==> config.mk <==
export PLATFORM = sky130hd
export DESIGN_NAME = midi_voice_allocator
export DESIGN_NICKNAME = d
export VERILOG_FILES = /design/src/rtl/midi_pkg.sv /design/src/rtl/voice_age_tracker.sv /design/src/rtl/midi_voice_allocator.sv
export SDC_FILE = /design/constraint.sdc
export NUM_CORES = 1
export LEC_CHECK = 0
export CAP_MARGIN = 20
export CELL_PAD_IN_SITES_DETAIL_PLACEMENT = 0
export CELL_PAD_IN_SITES_GLOBAL_PLACEMENT = 1
export CORE_UTILIZATION = 46
export CTS_CLUSTER_DIAMETER = 50
export CTS_CLUSTER_SIZE = 20
export DETAILED_ROUTE_END_ITERATION = 8
export PLACE_DENSITY_LB_ADDON = 0.05
export SKIP_LAST_GASP = 1
export SYNTH_ARGS = -nofsm -noshare
export SYNTH_HDL_FRONTEND = slang
export SYNTH_HIERARCHICAL = 1
export SYNTH_SLANG_ARGS = --single-unit
==> constraint.sdc <==
create_clock -name i_sys_clk -period 5.8 [get_ports i_sys_clk]
set_input_delay 1.16 -clock i_sys_clk [delete_from_list [all_inputs] [get_ports i_sys_clk]]
set_output_delay 1.16 -clock i_sys_clk [all_outputs]
set_load 0.005 [all_outputs]
==> src/rtl/midi_pkg.sv <==
// Shared MIDI allocator definitions: field widths, voice limit, FSM encoding.
// Latency: n/a (types and constants only).
// Backpressure: n/a.
package midi_pkg;

    localparam int NOTE_W     = 7;
    localparam int VEL_W      = 7;
    localparam int MAX_VOICES = 16;

    typedef logic [NOTE_W-1:0] note_t;
    typedef logic [VEL_W-1:0]  vel_t;

    typedef enum logic [1:0] {
        ST_IDLE   = 2'd0,
        ST_SCAN   = 2'd1,
        ST_COMMIT = 2'd2,
        ST_FLUSH  = 2'd3
    } alloc_state_t;

endpackage

==> src/rtl/voice_age_tracker.sv <==
// Voice age ranking: rank 0 = oldest, NUM_VOICES-1 = newest, always a permutation.
// Latency: promote/reset_order take effect on the next clock; oldest index is combinational.
// Backpressure: none, strobes are accepted every cycle (reset_order wins over promote).
//
// Ports:
//   i_clk, i_rst       clock, async active-high reset (ranks -> identity)
//   i_promote          make voice i_promote_idx the newest
//   i_promote_idx      voice being promoted
//   i_reset_order      restore rank[i] = i
//   o_oldest_idx       voice currently holding rank 0
module voice_age_tracker #(
    parameter int NUM_VOICES = 4,
    parameter int VW         = 2
) (
    input  logic          i_clk,
    input  logic          i_rst,
    input  logic          i_promote,
    input  logic [VW-1:0] i_promote_idx,
    input  logic          i_reset_order,
    output logic [VW-1:0] o_oldest_idx
);

    logic [VW-1:0] r_rank [NUM_VOICES];
    logic [VW-1:0] w_old_rank;

    assign w_old_rank = r_rank[i_promote_idx];

    // Promotion: target jumps to newest, everyone younger than it shifts down one,
    // which keeps the ranks a permutation.
    always_ff @(posedge i_clk or posedge i_rst) begin
        if (i_rst) begin
            for (int i = 0; i < NUM_VOICES; i++) begin
                r_rank[i] <= VW'(i);
            end
        end else if (i_reset_order) begin
            for (int i = 0; i < NUM_VOICES; i++) begin
                r_rank[i] <= VW'(i);
            end
        end else if (i_promote) begin
            for (int i = 0; i < NUM_VOICES; i++) begin
                if (VW'(i) == i_promote_idx) begin
                    r_rank[i] <= VW'(NUM_VOICES - 1);
                end else if (r_rank[i] > w_old_rank) begin
                    r_rank[i] <= r_rank[i] - VW'(1);
                end
            end
        end
    end

    always_comb begin
        o_oldest_idx = '0;
        for (int i = 0; i < NUM_VOICES; i++) begin
            if (r_rank[i] == '0) begin
                o_oldest_idx = VW'(i);
            end
        end
    end

endmodule

==> src/rtl/midi_voice_allocator.sv <==
// Polyphonic voice allocator: maps note-on/off events onto DDS voice slots (match, free, else steal oldest).
// Latency: event accepted at cycle 0, cfg write visible at cycle NUM_VOICES+1, ready again at NUM_VOICES+2.
// Backpressure: o_ev_ready low while scanning/committing/flushing; all_off in IDLE ignores a presented event.
//
// Ports:
//   i_sys_clk, i_rst                  clock, async active-high reset
//   i_ev_valid/o_ev_ready             event handshake; i_ev_note_on, i_ev_note, i_ev_vel carry the event
//   i_all_off                         level-sensed panic, releases every voice
//   o_cfg_valid + o_cfg_voice/note/vel/gate   one-cycle voice bank write, fields held between writes
//   o_voice_active                    per-slot sounding flags
//   o_steal_pulse                     one-cycle flag on a commit that stole an active voice
module midi_voice_allocator
    import midi_pkg::*;
#(
    parameter int NUM_VOICES = 4,
    parameter int VW         = 2
) (
    input  logic                  i_sys_clk,
    input  logic                  i_rst,
    input  logic                  i_ev_valid,
    output logic                  o_ev_ready,
    input  logic                  i_ev_note_on,
    input  logic [NOTE_W-1:0]     i_ev_note,
    input  logic [VEL_W-1:0]      i_ev_vel,
    input  logic                  i_all_off,
    output logic                  o_cfg_valid,
    output logic [VW-1:0]         o_cfg_voice,
    output logic [NOTE_W-1:0]     o_cfg_note,
    output logic [VEL_W-1:0]      o_cfg_vel,
    output logic                  o_cfg_gate,
    output logic [NUM_VOICES-1:0] o_voice_active,
    output logic                  o_steal_pulse
);

    alloc_state_t r_state, w_state_nxt;

    logic w_ev_ready, w_latch, w_scan, w_decide, w_flush_wr;
    logic w_last_idx;

    logic [VW-1:0]         r_idx;
    logic                  r_ev_on;
    note_t                 r_ev_note;
    vel_t                  r_ev_vel;
    logic                  r_match_found, r_free_found;
    logic [VW-1:0]         r_match_idx, r_free_idx;
    logic [NUM_VOICES-1:0] r_active;
    note_t                 r_note [NUM_VOICES];

    logic                  r_cfg_valid, r_cfg_gate, r_steal;
    logic [VW-1:0]         r_cfg_voice;
    note_t                 r_cfg_note;
    vel_t                  r_cfg_vel;

    logic                  w_cur_match, w_cur_free, w_any_match, w_any_free, w_steal;
    logic [VW-1:0]         w_match_sel, w_free_sel, w_target, w_oldest;

    assign w_last_idx = (r_idx == VW'(NUM_VOICES - 1));

    // ---------------- FSM ----------------
    always_ff @(posedge i_sys_clk or posedge i_rst) begin
        if (i_rst) begin
            r_state <= ST_IDLE;
        end else begin
            r_state <= w_state_nxt;
        end
    end

    always_comb begin
        w_state_nxt = r_state;
        w_ev_ready  = 1'b0;
        w_latch     = 1'b0;
        w_scan      = 1'b0;
        w_decide    = 1'b0;
        w_flush_wr  = 1'b0;
        case (r_state)
            ST_IDLE: begin
                w_ev_ready = 1'b1;
                // Panic outranks a pending event; the event stays on the bus.
                if (i_all_off) begin
                    w_state_nxt = ST_FLUSH;
                end else if (i_ev_valid) begin
                    w_latch     = 1'b1;
                    w_state_nxt = ST_SCAN;
                end
            end
            ST_SCAN: begin
                w_scan = 1'b1;
                if (w_last_idx) begin
                    w_decide    = 1'b1;
                    w_state_nxt = ST_COMMIT;
                end
            end
            ST_COMMIT: begin
                w_state_nxt = ST_IDLE;
            end
            ST_FLUSH: begin
                w_flush_wr = 1'b1;
                if (w_last_idx) begin
                    w_state_nxt = ST_IDLE;
                end
            end
            default: begin
                w_state_nxt = ST_IDLE;
            end
        endcase
    end

    // ---------------- scan / decision ----------------
    // The final scan cycle folds in the voice under examination so the registered
    // write lands exactly in the COMMIT cycle.
    assign w_cur_match = r_active[r_idx] && (r_note[r_idx] == r_ev_note);
    assign w_cur_free  = !r_active[r_idx];
    assign w_any_match = r_match_found || w_cur_match;
    assign w_any_free  = r_free_found  || w_cur_free;
    assign w_match_sel = r_match_found ? r_match_idx : r_idx;
    assign w_free_sel  = r_free_found  ? r_free_idx  : r_idx;
    assign w_steal     = !w_any_match && !w_any_free;

    always_comb begin
        w_target = w_oldest;
        if (w_any_match) begin
            w_target = w_match_sel;
        end else if (w_any_free) begin
            w_target = w_free_sel;
        end
    end

    voice_age_tracker #(
        .NUM_VOICES (NUM_VOICES),
        .VW         (VW)
    ) u_age (
        .i_clk         (i_sys_clk),
        .i_rst         (i_rst),
        .i_promote     (w_decide && r_ev_on),
        .i_promote_idx (w_target),
        .i_reset_order (w_flush_wr && w_last_idx),
        .o_oldest_idx  (w_oldest)
    );

    // ---------------- datapath ----------------
    always_ff @(posedge i_sys_clk or posedge i_rst) begin
        if (i_rst) begin
            r_idx         <= '0;
            r_ev_on       <= 1'b0;
            r_ev_note     <= '0;
            r_ev_vel      <= '0;
            r_match_found <= 1'b0;
            r_free_found  <= 1'b0;
            r_match_idx   <= '0;
            r_free_idx    <= '0;
            r_active      <= '0;
            for (int i = 0; i < NUM_VOICES; i++) begin
                r_note[i] <= '0;
            end
            r_cfg_valid   <= 1'b0;
            r_cfg_voice   <= '0;
            r_cfg_note    <= '0;
            r_cfg_vel     <= '0;
            r_cfg_gate    <= 1'b0;
            r_steal       <= 1'b0;
        end else begin
            r_cfg_valid <= 1'b0;
            r_steal     <= 1'b0;

            if (w_ev_ready) begin
                r_idx <= '0;
            end

            if (w_latch) begin
                // Velocity-0 note-on is a note-off in MIDI running-status practice.
                r_ev_on       <= i_ev_note_on && (i_ev_vel != '0);
                r_ev_note     <= i_ev_note;
                r_ev_vel      <= i_ev_vel;
                r_match_found <= 1'b0;
                r_free_found  <= 1'b0;
            end

            if (w_scan) begin
                r_idx <= r_idx + VW'(1);
                if (!r_match_found && w_cur_match) begin
                    r_match_found <= 1'b1;
                    r_match_idx   <= r_idx;
                end
                if (!r_free_found && w_cur_free) begin
                    r_free_found <= 1'b1;
                    r_free_idx   <= r_idx;
                end
            end

            if (w_decide) begin
                if (r_ev_on) begin
                    r_active[w_target] <= 1'b1;
                    r_note[w_target]   <= r_ev_note;
                    r_cfg_valid        <= 1'b1;
                    r_cfg_voice        <= w_target;
                    r_cfg_note         <= r_ev_note;
                    r_cfg_vel          <= r_ev_vel;
                    r_cfg_gate         <= 1'b1;
                    r_steal            <= w_steal;
                end else if (w_any_match) begin
                    r_active[w_match_sel] <= 1'b0;
                    r_cfg_valid           <= 1'b1;
                    r_cfg_voice           <= w_match_sel;
                    r_cfg_note            <= r_note[w_match_sel];
                    r_cfg_vel             <= '0;
                    r_cfg_gate            <= 1'b0;
                end
            end

            if (w_flush_wr) begin
                r_idx           <= r_idx + VW'(1);
                r_active[r_idx] <= 1'b0;
                r_cfg_valid     <= 1'b1;
                r_cfg_voice     <= r_idx;
                r_cfg_note      <= '0;
                r_cfg_vel       <= '0;
                r_cfg_gate      <= 1'b0;
            end
        end
    end

    assign o_ev_ready     = w_ev_ready;
    assign o_cfg_valid    = r_cfg_valid;
    assign o_cfg_voice    = r_cfg_voice;
    assign o_cfg_note     = r_cfg_note;
    assign o_cfg_vel      = r_cfg_vel;
    assign o_cfg_gate     = r_cfg_gate;
    assign o_voice_active = r_active;
    assign o_steal_pulse  = r_steal;

endmodule

==> flow_metrics.py <==
metrics = {
    "run_status": {
        "outcome": "completed",
    },
    "cells_and_area": {
        "fillers": 976,
        "n_antenna_cell": 0,
        "nNetsFinal": 523,
        "stdcell_count": 630,
        "drive_gt1_frac": 0.194,
        "syn_to_final_growth_pct": 14.2,
    },
    "power_and_ir_drop": {
        "vdd_drop_max_uv": 254,
        "p_per_area_nw_per_um2": 547,
        "leakage_uw": 0.00247,
    },
    "placement": {
        "post-place-ws_ps": 990,
        "dp.cells": 614,
        "hpwlAfterDp_mm": 7.70,
        "gp_congestion": 0.802,
        "portBuffers": 42,
    },
    "drt": {
        "num_vias": 3511,
        "dr_wl_met2_mm": 5.26,
        "wl_met1_mm": 5.51,
        "finalWirelength_mm": 11.3,
        "routed.top_layer": "met4",
        "vias_per_cell": 5.57,
        "drtAntennaViolNets": 0,
        "wl_met3_um": 421,
        "drc": 0,
        "drt-initial-drc-count": 171,
        "first_pass_iters": 4,
        "routedWlPerCell_um": 17.9,
    },
    "yosys": {
        "avgSynthCellArea_um2": 10.6,
        "synth_compound_area_frac": 0.107,
        "synth_cell_types": 70,
        "synth_edf_count": 0,
        "synthTopCellsByCount": "nand2_1, dfrtp_1, mux2_2",
        "syn_nets": 490,
        "ys_seq_area_frac": 0.435,
        "synth_top_family_by_area": "multiplexers",
        "synth_top_area_share": 0.414,
        "synth_fa_ha_area_frac": 0.0388,
        "ys.flop_type": "dfrtp_1",
        "ys_top_cells_by_area": "dfrtp_1, mux2_2, nand2_1, mux4_2, ha_1",
        "ys_async_sr_fraction": 1.00,
        "yosysMostFrequentCell": "nand2_1",
        "synth-seq-cells": 84,
        "synth_top_area_cell": "dfrtp_1",
        "syn_area_um2": 4840,
        "synth-simple-area-share": 0.144,
        "netlist_instances": 456,
        "yosysWarnings": 6,
        "muxShareOfSynthArea": 0.203,
        "synth_xor_area_frac": 0.0181,
    },
    "global_route": {
        "grt_pass1_wl_mm": 19.1,
        "grt_max_degree": 53,
        "grt_antenna_before_repair": 0,
        "grt_usage": 0.224,
        "grt.overflow.total": 0,
        "grt_pass1_vias": 3438,
    },
    "clock_network": {
        "clockRootBuffer": "clkbuf_8",
        "h-tree-depth": 3,
        "cts.sinks": 84,
        "numCtsBuffers": 9,
        "worstSkewPairLatency_ps": 360,
        "clk_pin_slew_ps": 90,
        "clockBufferDepth": 2,
        "postCtsSetupBuffers": 0,
        "postCtsHoldBufs": 0,
        "post_cts_resized": 0,
        "cts_tree": "built",
    },
    "floorplan": {
        "start_util": 0.471,
        "io_pins": 43,
        "fp-row-count": 37,
        "die_height_um": 105,
        "core_area_um2": 10300,
        "dieArea_um2": 10900,
        "die_x_um": 105,
    },
    "flow_run": {
        "drv_cap": 0,
    },
    "setup_path": {
        "worstPathCellList": "mux4_2 > xnor2_1 > and4_4 > a21oi_4 > o21ai_0 > mux4_1 > ha_1 > nand2_1 > o21ai_2 > or4_1 > o2111a_1",
        "critPathKind": "register to register",
        "critPathArrivalTime_ps": 5090,
        "cp_num_buf_inv": 0,
        "critical-path-top-delay-family": "multiplexers",
        "cp-end-kind": "register",
        "critPathSlowestCell": "o21ai_0",
        "cp.required_ps": 6050,
        "cp_max_fo": 17,
        "cp-startpoint": "r_idx[0]",
        "cp-start-kind": "register",
        "max_stage_delay_ps": 830,
        "r2r_start": "r_idx[0]",
    },
    "timing": {
        "drv_slew": 0,
        "setup_viol": 0,
        "skew_ps": 13.0,
        "rsz0062_at_grt": "false",
        "setup_slack_ps": 963,
        "final_hold_viol_count": 0,
        "fin_tns_setup_ps": 0,
        "finalCritPeriodShare": 0.834,
        "worst_pin_slew_ps": 1030,
        "maxSlewHeadroom": 0.297,
        "clock.fmax_mhz": 207,
        "period_minus_slack_ps": 4840,
    },
    "hold_path": {
        "min_from": "r_ev_vel[5]",
        "hp-class": "register to register",
    },
}
## power by group
part	switching, µW	internal, µW
Combinational	764	739
Clock	230	203
Sequential	272	814
## layout by cell type, fill, tap and decap left out, drive strengths merged, types with 2 or more instances in the layout
master         count
nor3              12
dfrtp             80
dfstp              4
a31oi              3
clkinv             2
and2               2
o31ai              2
a21o               3
a21oi             12
inv               31
nand2b             5
mux4              14
nand2             84
o21a               2
nor2              12
ha                15
clkdlybuf4s50     42
clkinvlp           2
xnor2             10
nor4               6
nand3              6
nor2b              5
mux2              42
a211oi             2
a221oi             4
a21bo              2
mux2i             14
o21ai             27
buf                5
and3               5
or2                2
a21boi             2
clkbuf            10
## worst paths after layout
| kind | to | slack (ps) | depth (start not counted) |
|---|---|---|---|
| max | u_age/r_rank[7] | 960 | 11 |
| min | r_ev_vel[5] | 480 | 2 |
| max reg2reg | u_age/r_rank[7] | 960 | 11 |
| min reg2reg | r_ev_vel[5] | 480 | 2 |
| max in group asynchronous | o_steal_pulse | 3530 | 3 |
| min in group asynchronous | u_age/r_rank[7] | 1100 | 2 |
## stage by stage
stage	util	total power, µW	hold WS, ps	instance area (µm²)
3_5_place_dp	0.519	2590	463	5330
4_1_cts	0.538	3040	484	5530
6_report	0.538	3020	480	5530
3_3_place_gp	0.519	2560	462	5330
2_1_floorplan	-	2170	446	4840
5_1_grt	0.538	3280	514	5530
## cell families (layout without fill, tap and decap cells)
kind of cell	count (synthesis)	after routing
AO/OA/AOI/OAI	74	74
multiplexers	70	70
buffers and inverters	55	93
flip-flops	84	84
XOR/XNOR	10	10
AND/OR/NAND/NOR	148	148
adder cells (fa/ha/maj)	15	15
## worst reg2reg max path: cells and delay by family, from the launching register on
family | cells | cell delay, ps
DFF | 1 | 800
muxes | 2 | 1370
AOI/OAI and AO/OA | 4 | 1210
adders and majority gates | 1 | 340
and+or+nand+nor | 3 | 860
xor gates and xnor gates | 1 | 150
## area by class of cell
type | count | area (µm²) | share of cell area
Timing Repair Buffer | 47 | 458 | 0.0828
Tap cell | 136 | 170 | 0.0308
Clock buffer | 10 | 128 | 0.0231
Inverter | 30 | 113 | 0.0204
Multi-Input combinational cell | 317 | 2480 | 0.449
Clock inverter | 6 | 71.3 | 0.0129
Sequential cell | 84 | 2110 | 0.381
## sequential cells by signal, indices dropped and copies added (netlist names), 2 cells and up
register        cells
u_age/r_rank        8
o_cfg_note          7
r_note             28
r_idx               2
r_ev_note           7
r_match_idx         2
o_cfg_voice         2
o_cfg_vel           7
r_state             2
o_voice_active      4
r_ev_vel            7
r_free_idx          2
## metal layers
layer / up-vias / track usage
met1: 1758 / 0.321
met4: 0 / 0.0483
met2: 71 / 0.357
met5: - / 0
li1: 1675 / -
met3: 7 / 0.0393
(Power assumes the default switching activity.)
